`config.mk`:
```
export PLATFORM = sky130hd
export DESIGN_NAME = muldiv_arbiter
export DESIGN_NICKNAME = d
export VERILOG_FILES = /design/src/rtl/muldiv_arbiter.sv
export SDC_FILE = /design/constraint.sdc
export NUM_CORES = 1
export LEC_CHECK = 0
export ABC_AREA = 1
export CAP_MARGIN = 20
export CORE_ASPECT_RATIO = 0.5
export CORE_MARGIN = 4
export CORE_UTILIZATION = 41
export DETAILED_ROUTE_END_ITERATION = 16
export PLACE_DENSITY_LB_ADDON = 0.08
export SLEW_MARGIN = 10
export SYNTH_ARGS = -nofsm -noshare
export SYNTH_HDL_FRONTEND = slang
export SYNTH_SLANG_ARGS = --single-unit
```
`constraint.sdc`:
```
create_clock -name i_clk -period 2.5 [get_ports i_clk]
set_input_delay 0.5 -clock i_clk [delete_from_list [all_inputs] [get_ports i_clk]]
set_output_delay 0.5 -clock i_clk [all_outputs]
set_load 0.1 [all_outputs]
```
`src/rtl/muldiv_arbiter.sv`:
```
// Two-requester round-robin front end for a shared multicycle mul/div unit.
// One operation in flight at a time; reserved op 3 is answered with zero locally.
module muldiv_arbiter #(
    parameter int W = 32
) (
    input  logic         i_clk,
    input  logic         i_rst,
    input  logic         i_req0_valid,
    input  logic [1:0]   i_req0_op,
    input  logic [W-1:0] i_req0_a,
    input  logic [W-1:0] i_req0_b,
    input  logic         i_req1_valid,
    input  logic [1:0]   i_req1_op,
    input  logic [W-1:0] i_req1_a,
    input  logic [W-1:0] i_req1_b,
    output logic         o_req0_ready,
    output logic         o_req1_ready,
    output logic         o_rsp0_valid,
    output logic         o_rsp1_valid,
    output logic [W-1:0] o_rsp_result,
    output logic         o_unit_valid,
    output logic [1:0]   o_unit_op,
    output logic [W-1:0] o_unit_a,
    output logic [W-1:0] o_unit_b,
    input  logic         i_unit_done,
    input  logic [W-1:0] i_unit_result,
    output logic         o_busy
);

    // state | meaning
    // IDLE  | waiting for a request, readies may be high
    // ISSUE | start pulse to the unit
    // WAIT  | waiting for unit done
    // RESP  | one-cycle response pulse to the owner
    typedef enum logic [1:0] {IDLE, ISSUE, WAIT, RESP} state_t;

    state_t         state;
    logic           last_grant;
    logic [1:0]     op_q;
    logic [W-1:0]   a_q;
    logic [W-1:0]   b_q;
    logic           id_q;
    logic           unit_valid_q;
    logic           rsp0_q;
    logic           rsp1_q;
    logic [W-1:0]   result_q;

    logic           grant0;
    logic           grant1;
    logic           accept0;
    logic           accept1;
    logic [1:0]     sel_op;
    logic [W-1:0]   sel_a;
    logic [W-1:0]   sel_b;

    // On a tie the requester that was not granted last wins.
    always_comb begin
        grant0 = 1'b0;
        grant1 = 1'b0;
        if (state == IDLE && !i_rst) begin
            if (i_req0_valid && (!i_req1_valid || last_grant))
                grant0 = 1'b1;
            else if (i_req1_valid)
                grant1 = 1'b1;
        end
    end

    assign accept0 = i_req0_valid & grant0;
    assign accept1 = i_req1_valid & grant1;
    assign sel_op  = accept1 ? i_req1_op : i_req0_op;
    assign sel_a   = accept1 ? i_req1_a  : i_req0_a;
    assign sel_b   = accept1 ? i_req1_b  : i_req0_b;

    always_ff @(posedge i_clk) begin
        if (i_rst) begin
            state        <= IDLE;
            last_grant   <= 1'b1;
            op_q         <= '0;
            a_q          <= '0;
            b_q          <= '0;
            id_q         <= 1'b0;
            unit_valid_q <= 1'b0;
            rsp0_q       <= 1'b0;
            rsp1_q       <= 1'b0;
            result_q     <= '0;
        end else begin
            unit_valid_q <= 1'b0;
            rsp0_q       <= 1'b0;
            rsp1_q       <= 1'b0;
            case (state)
                IDLE: begin
                    if (accept0 || accept1) begin
                        op_q       <= sel_op;
                        a_q        <= sel_a;
                        b_q        <= sel_b;
                        id_q       <= accept1;
                        last_grant <= accept1;
                        if (sel_op == 2'd3) begin
                            // Reserved op never reaches the unit.
                            result_q <= '0;
                            rsp0_q   <= accept0;
                            rsp1_q   <= accept1;
                            state    <= RESP;
                        end else begin
                            unit_valid_q <= 1'b1;
                            state        <= ISSUE;
                        end
                    end
                end
                ISSUE: state <= WAIT;
                WAIT: begin
                    if (i_unit_done) begin
                        result_q <= i_unit_result;
                        rsp0_q   <= ~id_q;
                        rsp1_q   <= id_q;
                        state    <= RESP;
                    end
                end
                RESP:    state <= IDLE;
                default: state <= IDLE;
            endcase
        end
    end

    assign o_req0_ready = grant0;
    assign o_req1_ready = grant1;
    assign o_rsp0_valid = rsp0_q;
    assign o_rsp1_valid = rsp1_q;
    assign o_rsp_result = result_q;
    assign o_unit_valid = unit_valid_q;
    assign o_unit_op    = op_q;
    assign o_unit_a     = a_q;
    assign o_unit_b     = b_q;
    assign o_busy       = (state != IDLE);

endmodule

```
# [After elaboration in Yosys (flattened, before gate mapping)]
# Cells that the tools add are included.
[totals] mem_bits_rw=0 in_bits=169 register_bits=105 mem_count=0 rom_bits=0 word_cells=60 latch_bits=0 output_inout_bits=104
[op_classes] n_lt_le_gt_ge=0 eq_ne=7 n_mux=25 multipliers=0 n_div=0 addsub=0 reduce_logical=13 bitwise_logic=5 n_shift=0
[op_table] cell="32-bit two-way mux" n=5
[op_table] cell="32-bit one-hot mux with 2 select lines" n=1
[op_table] cell="1-bit two-way mux" n=12
[op_table] cell="2-bit two-way mux" n=4
[op_table] cell="2-bit one-hot mux with 4 select lines" n=1
[op_table] cell="2-bit == test (second input constant)" n=3
[op_table] cell="2-bit by 1-bit inequality test with 1-bit output (second input constant)" n=2
[op_table] cell="1-bit one-hot mux with 2 select lines" n=2
[op_table] cell="2-bit AND reduction" n=2
[op_table] cell="4-bit AND reduction" n=1
[op_table] cell="2-bit nonzero test" n=2
[op_table] cell="1-bit NOT" n=3
[op_table] cell="3-bit OR reduction" n=1
[op_table] cell="1-bit AND" n=2
[op_table] cell="2-bit by 1-bit == test with 1-bit output (second input constant)" n=1
[op_table] cell="1-bit logical AND" n=2
[op_table] cell="1-bit logical NOT" n=2
[op_table] cell="2-bit logical NOT" n=1
[op_table] cell="1-bit logical OR" n=2
[op_table] cell="2-bit inequality test (second input constant)" n=1

# [Depth between registers and ports, before layout]
[logic_depth] word_depth=11 depth_mapped=14 depth_no_buf=13

# [Least setup slack after synthesis]
# Ideal clock, no wire load.
[synth_timing] kind="register -> output" startpoint="register state[0]" endpoint="output o_req1_ready" t_arrival_ns=1.918 slack_ns=0.082 n_path_buf=2 required_time_ns=2.000 stages_incl_launch_ff=9 cell_sequence="dfxtp_1 > inv_1 > ha_1 > inv_2 > nor2_4 > nand2_2 > inv_2 > buf_4 > buf_2"
[synth_via] elab_chain_len=3
[synth_rtl] item="start, declared" line="37" rtl="state_t state;"
[synth_rtl] item="start signal, assigned" line="76" rtl="state <= IDLE;"
[synth_rtl] item="start signal, assigned" line="103" rtl="state <= RESP;"
[synth_rtl] item="start signal, assigned" line="106" rtl="state <= ISSUE;"
[synth_rtl] item="2-bit logical NOT" line="60" rtl="if (state == IDLE && !i_rst) begin"
[synth_rtl] item="1-bit logical AND" line="60"
[synth_rtl] item="1-bit two-way mux" line="60"
[synth_rtl] item="end, declared" line="17" rtl="output logic o_req1_ready,"
# Every way passes these cells.

# [Final worst setup path]
[layout_timing] startpoint="register state[0]" endpoint="output o_req0_ready"
[layout_via] elab_chain_len=3
[layout_rtl] item="2-bit logical NOT" line="60"
[layout_rtl] item="1-bit logical AND" line="60"
[layout_rtl] item="1-bit two-way mux" line="60"
[layout_rtl] item="end, declared" line="16" rtl="output logic o_req0_ready,"
# Every way passes these cells.

==> metrics.txt <==
# TYPE chip_impl_metric gauge
chip_impl_metric{name="crit_required",unit="ps"} 2000
chip_impl_metric{name="io_buffers",unit=""} 272
chip_impl_metric{name="layout_worst_path_cycle_share",unit=""} 0.897
chip_impl_metric{name="postCtsSetupRepairBufs",unit=""} 0
chip_impl_info{name="tritoncts",value="yes"} 1
chip_impl_metric{name="synth.lib_cells_used.distinct",unit=""} 25
chip_impl_info{name="critPathLaunchType",value="register"} 1
chip_impl_info{name="layout.cells.most_common",value="clkdlybuf4s50_1"} 1
chip_impl_metric{name="clock_insertion_delay_worst_skew",unit="ps"} 340
chip_impl_metric{name="core_area",unit="µm²"} 11000
chip_impl_metric{name="final_period_minus_worst_setup_slack",unit="ps"} 2240
chip_impl_metric{name="fin_worst_hold_slack",unit="ps"} 475
chip_impl_info{name="min_path_type",value="register to register"} 1
chip_impl_info{name="most-common-layout-cells",value="168 x clkdlybuf4s50_1, 154 x nand2_1, 111 x buf_4, 105 x dfxtp_1, 68 x nor2_1"} 1
chip_impl_metric{name="slew_headroom",unit=""} 0.682
chip_impl_metric{name="syn-instance-count",unit=""} 645
chip_impl_metric{name="critical_path_arrival",unit="ps"} 1740
chip_impl_metric{name="grt-ovfl-total",unit=""} 0
chip_impl_metric{name="critical_path_peak_fanout",unit=""} 5
chip_impl_info{name="worst_setup_path_end_kind",value="output pin"} 1
chip_impl_metric{name="cts_repair_resize_count",unit=""} 0
chip_impl_metric{name="antenna_violating_nets_post_route",unit=""} 0
chip_impl_metric{name="cellPowerDensity",unit="nW/µm²"} 1550
chip_impl_metric{name="drive_gt1_frac",unit=""} 0.165
chip_impl_metric{name="die_w",unit="µm"} 159
chip_impl_metric{name="stdcell_count",unit=""} 1036
chip_impl_metric{name="synth_to_final_area_change",unit="%"} 59.8
chip_impl_metric{name="die_area",unit="µm²"} 13300
chip_impl_metric{name="drv_slew",unit=""} 0
chip_impl_metric{name="top_level_ports",unit=""} 273
chip_impl_metric{name="grt_pass1_wl",unit="µm"} 23700
chip_impl_metric{name="grt.total_usage",unit=""} 0.214
chip_impl_metric{name="post-dp-hpwl",unit="µm"} 10900
chip_impl_metric{name="avgSynthCellArea",unit="µm²"} 7.25
chip_impl_metric{name="first_global_vias",unit=""} 4645
chip_impl_metric{name="finalWeightedCongestion",unit=""} 0.842
chip_impl_metric{name="synth.cell_area",unit="µm²"} 4670
chip_impl_metric{name="hold_viol",unit=""} 0
chip_impl_metric{name="cts_hold_buffers",unit=""} 0
chip_impl_metric{name="grt_antenna_before_repair",unit=""} 0
chip_impl_metric{name="routed-via-count",unit=""} 5035
chip_impl_metric{name="maxCapViolCount",unit=""} 0
chip_impl_info{name="rsz0062_at_grt",value="no"} 1
chip_impl_metric{name="via_per_inst",unit=""} 4.86
chip_impl_metric{name="post-route-cell-area",unit="µm²"} 7470
chip_impl_info{name="critPathKind",value="register to output pin"} 1
chip_impl_metric{name="fmaxAchievable",unit="MHz"} 446
chip_impl_metric{name="finalWirelength",unit="µm"} 15200
chip_impl_metric{name="initial_utilization",unit=""} 0.423
chip_impl_metric{name="clk_path_buf_depth",unit=""} 2
chip_impl_metric{name="cts.reportedPaths.clkPinSlew",unit="ps"} 70
chip_impl_metric{name="drt_iter0_drc",unit=""} 344
chip_impl_metric{name="numCtsBuffers",unit=""} 9
chip_impl_metric{name="grt_max_degree",unit=""} 74
chip_impl_metric{name="timing.clock.skew",unit="ps"} 10.4
chip_impl_info{name="run_status",value="finished clean"} 1
chip_impl_metric{name="cellLeakagePower",unit="µW"} 0.00324
chip_impl_metric{name="post_synthesis_sequential_area_ratio",unit=""} 0.450
chip_impl_metric{name="placement_rows",unit=""} 27
chip_impl_metric{name="post_route_setup_slack",unit="ps"} 258
chip_impl_metric{name="setup_viol_count_final",unit=""} 0
chip_impl_metric{name="placement.cell_area",unit="µm²"} 7170
chip_impl_metric{name="detail_route.first_pass.iterations",unit=""} 5
chip_impl_metric{name="wl_per_cell",unit="µm"} 14.7
chip_impl_metric{name="cts_num_sinks",unit=""} 105
chip_impl_metric{name="place_inst",unit=""} 1021
chip_impl_metric{name="drc",unit=""} 0
chip_impl_metric{name="die_height",unit="µm"} 83.5
chip_impl_metric{name="worst_pin_slew",unit="ps"} 478
chip_impl_metric{name="synth_fp_nets",unit=""} 817
chip_impl_metric{name="vdd.ir_drop.worst",unit="mV"} 0.828
chip_impl_metric{name="cts-htree-levels",unit=""} 3
chip_impl_metric{name="final_net_count",unit=""} 1059
chip_impl_metric{name="dp_slack",unit="ps"} 144
chip_impl_metric{name="num_antenna_cells",unit=""} 0
chip_impl_metric{name="synth_warnings",unit=""} 0
chip_impl_metric{name="setup_total_negative_slack",unit="ps"} 0
chip_impl_metric{name="post_synthesis_register_bit_count",unit=""} 105
chip_impl_info{name="cts_root_buffer",value="clkbuf_16"} 1
state kept, by name (all words and copies together), names as in the netlist:
register      flops
o_unit_b         32
o_unit_valid      1
state             2
o_rsp1_valid      1
last_grant        1
o_rsp_result     32
o_unit_op         2
o_unit_a         32
o_rsp0_valid      1
id_q              1
layout make-up:
type	count	area (µm²)
clock buffers	11	243
clock inverters	4	53.8
fillers	975	3580
inverters	25	95.1
multi-input cells	461	2160
flip-flops and latches	105	2100
well taps	145	181
repair buffers	285	2640
synth_stat cells (all sizes together):
cell	instances	area share
a211oi	1	0.0016
clkbuf	21	0.017
ha	3	0.0080
a21oi	32	0.034
a31oi	38	0.051
o211ai	1	0.0016
clkinv	1	0.0011
nand2	159	0.13
or2	1	0.0013
nor2	71	0.062
dfxtp	105	0.45
inv	24	0.019
nand3	61	0.067
buf	33	0.052
o21ai	94	0.10
through the flow:
stage          utilization  power, µW
2_1_floorplan            -       8640
3_3_place_gp         0.649      10100
3_5_place_dp         0.649      10200
4_1_cts              0.676      11600
5_1_grt              0.676      12100
6_report             0.676      11500
logic make-up after synthesis:
family / share of synthesized area
AND/OR/NAND/NOR: 0.264
adder cells (fa/ha/maj): 0.00803
flip-flops: 0.450
buffers and inverters: 0.0889
AO/OA/AOI/OAI: 0.189
per-layer routing:
layer	global-route usage	vias to the layer above	wire (µm)
li1	-	2624	-
met2	0.380	142	7690
met5	0	-	0
met1	0.252	2255	6180
met4	0.0417	0	187
met3	0.0779	14	1140
worst max-delay path, cell delays in order, from the launching register on:
cell     delay [ps]
dfxtp_1         300
inv_1           110
ha_1            310
inv_2            90
nor2_4          150
nand3_2         110
inv_2           140
buf_12          190
where the power goes:
part / internal (µW) / switching [µW]
combinational: 1680 / 5860
clock: 802 / 629
sequential: 2270 / 298
final timing paths:
path | from | to | slack [ps] | cells past startpoint
setup reg to reg | state[0]$_SDFFE_PP0P_ | o_unit_a[10]$_SDFFE_PP0N_ | 500 | 9
setup / recovery | state[0]$_SDFFE_PP0P_ | o_req0_ready | 260 | 7
hold reg to reg | o_unit_a[29]$_SDFFE_PP0N_ | o_unit_a[29]$_SDFFE_PP0N_ | 470 | 2
hold / removal | o_unit_a[29]$_SDFFE_PP0N_ | o_unit_a[29]$_SDFFE_PP0N_ | 470 | 2
Power figures use the tool's default switching activity.
==> patch: new RTL, same settings <==
Set the parameter `W` to 28 (it was 32).
--- a/src/rtl/muldiv_arbiter.sv
+++ b/src/rtl/muldiv_arbiter.sv
@@ -1,7 +1,7 @@
 // Two-requester round-robin front end for a shared multicycle mul/div unit.
 // One operation in flight at a time; reserved op 3 is answered with zero locally.
 module muldiv_arbiter #(
-    parameter int W = 32
+    parameter int W = 28
 ) (
     input  logic         i_clk,
     input  logic         i_rst,
Interface: changed (8 resized); port bits go from 273 to 241. The function was not compared with the original's and may differ.
==> patch against the original RTL <==
- cell area shrank 11%
- non-clock buffer count shrank 32
- combinational power shrank 13%
- clock skew shrank 3.6 ps
- sequential cell count shrank 12
- setup slack gained 84 ps
- synthesized area shrank 13%
- wire length shrank 13%
- sequential power shrank 12%
- power shrank 13%
- maximum frequency grew 3.9%
- critical path type is now in2out
- critical endpoint is now o_req1_ready
- largest cell class unchanged
- largest power group unchanged
==> patch: results (changes against the original RTL) <==
Status
  • Status: finished, final reports clean (unchanged)

Drt
  • Post-DR wirelength/cell: 14.22 um (was 14.66 um)
  • Via count: 4483 (was 5035)
  • DR WL met3: 1134 um (was 1135 um)
  • Wire length on met2: 6674 um (was 7693 um)
  • Initial drt markers: 180 (was 344)
  • Met1 WL: 5120 um (was 6175 um)
  • Iteration count of the initial detailed-routing pass: 4 (was 5)

Placement
  • Setup WS pre-CTS: 202.0 ps (was 144.3 ps)
  • GP Congestion: 0.8113 (was 0.8422)
  • Port Buffer Count: 240 (was 272)
  • DP HPWL: 9455 um (was 10860 um)

Setup path
  • Max stage delay on crit path: 500 ps (was 310 ps)
  • R2R Path End: o_unit_b[17] (was o_unit_a[10])
  • Critical Path AT: 1660 ps (was 1740 ps)
  • Worst R2R Path Depth: 11 (was 9)
  • Crit-path max FO: 6 (was 5)
  • Crit path max-delay family: buffers and inverters (unchanged)
  • CP max stage cell: clkdlybuf4s50_1 (was ha_1)

Final layout
  • Fin nets: 941 (was 1059)
  • Fraction of layout cells with a size suffix above 1: 16.56% (was 16.50%)
  • Fillers: 832 (was 975)
  • N_diodes: 0 (unchanged)

Power and ir drop
  • Peak supply drop: 556.5 uV (was 828.3 uV)
  • Leakage: 2.887 nW (was 3.236 nW)

Min path
  • Hold Path Origin: o_unit_a[24] (was o_unit_a[29])
  • Min-Delay Endpoint: o_unit_a[24] (was o_unit_a[29])
  • Hold depth: 2 (unchanged)

Logic synthesis
  • Post-synthesis sequential area ratio: 45.73% (was 44.97%)
  • Mux share of post-synthesis cell area: 0% (unchanged)
  • Adder-cell share of the synthesized area: 0.9219% (was 0.8030%)
  • Yosys cell types: 24 (was 25)
  • Top cell types by occurrence after synthesis: nand2_1, dfxtp_1, o21ai_0, nor2_1, nand3_1 (was nand2_1, dfxtp_1, nor2_1, nand3_1, o21ai_0)
  • Post-synthesis compound-gate area fraction: 19.45% (was 18.90%)
  • Syn_nets: 723 (was 817)
  • Synth top area cells: dfxtp_1, nand2_1, o21ai_0 (was dfxtp_1, nand2_1, nand3_1)

Timing
  • Skew final: 6.711 ps (was 10.36 ps)
  • Slew margin rel.: 74.06% (was 68.17%)

Global routing
  • Grt met1 use: 23.86% (was 25.23%)
  • GRT met3 Usage: 8.939% (was 7.795%)
  • Total GRT Usage: 21.56% (was 21.44%)
  • Vias in the first global route: 4263 (was 4645)
  • GRT met2 Usage: 38.26% (was 38.02%)
  • Largest net degree at the start of global routing: 55 (was 74)
  • First-pass GRT wire length: 20540 um (was 23650 um)

CTS
  • Resize count post-CTS: 0 (unchanged)
  • Root buffer cell: clkbuf_16 (unchanged)
  • H-tree levels: 3 (unchanged)
patch: cell count changes in the layout (fill, tap and decap cells not counted), moves of 7 or more:
cell	unedited run	this run
nand2_1	154	147
dfxtp_1	105	93
buf_4	111	98
clkdlybuf4s50_1	168	148
o21ai_1	36	22
nand3_1	59	50
nor2_1	68	55
patch: area by class of cell:
class | instances | share of cell area [%]
Clock buffer | 10 | 3.607
Clock inverter | 3 | 0.2266
Inverter | 23 | 1.303
Multi-Input combinational cell | 409 | 28.63
Sequential cell | 93 | 28.10
Tap cell | 135 | 2.550
Timing Repair Buffer | 253 | 35.58
patch: kinds of logic (layout without fill, tap and decap cells):
family                   Yosys count  in the layout
AND/OR/NAND/NOR                  259            259
flip-flops                        93             93
adder cells (fa/ha/maj)            3              3
AO/OA/AOI/OAI                    147            147
buffers and inverters             69            289
patch: stage by stage:
stage / hold WS [ps] / instance area (um^2) / cells / power (mW)
floorplan: 441.8 / 4073 / 571 / 7.498
detailed placement: 467.4 / 6371 / 913 / 8.906
CTS: 475.9 / 6625 / 926 / 10.13
global placement: 461.8 / 6371 / 913 / 8.849
global route: 500.0 / 6625 / 926 / 10.58
finish: 471.4 / 6625 / 926 / 10.07
patch: where the power goes:
part           internal (mW)  switching (mW)
logic                   1.49            5.11
registers               2.01           0.254
clock network          0.679           0.526
total                   4.17            5.89
patch: how the worst max path moves through the flow:
stage | startpoint | end | slack, ps
2_1_floorplan | state[0] | o_unit_a[0] | 220
3_3_place_gp | i_req1_valid | o_rsp_result[27] | 270
3_5_place_dp | i_req1_valid | o_unit_b[17] | 200
4_1_cts | state[0] | o_req0_ready | 320
5_1_grt | state[0] | o_req0_ready | 190
6_report | i_req1_valid | o_req1_ready | 340
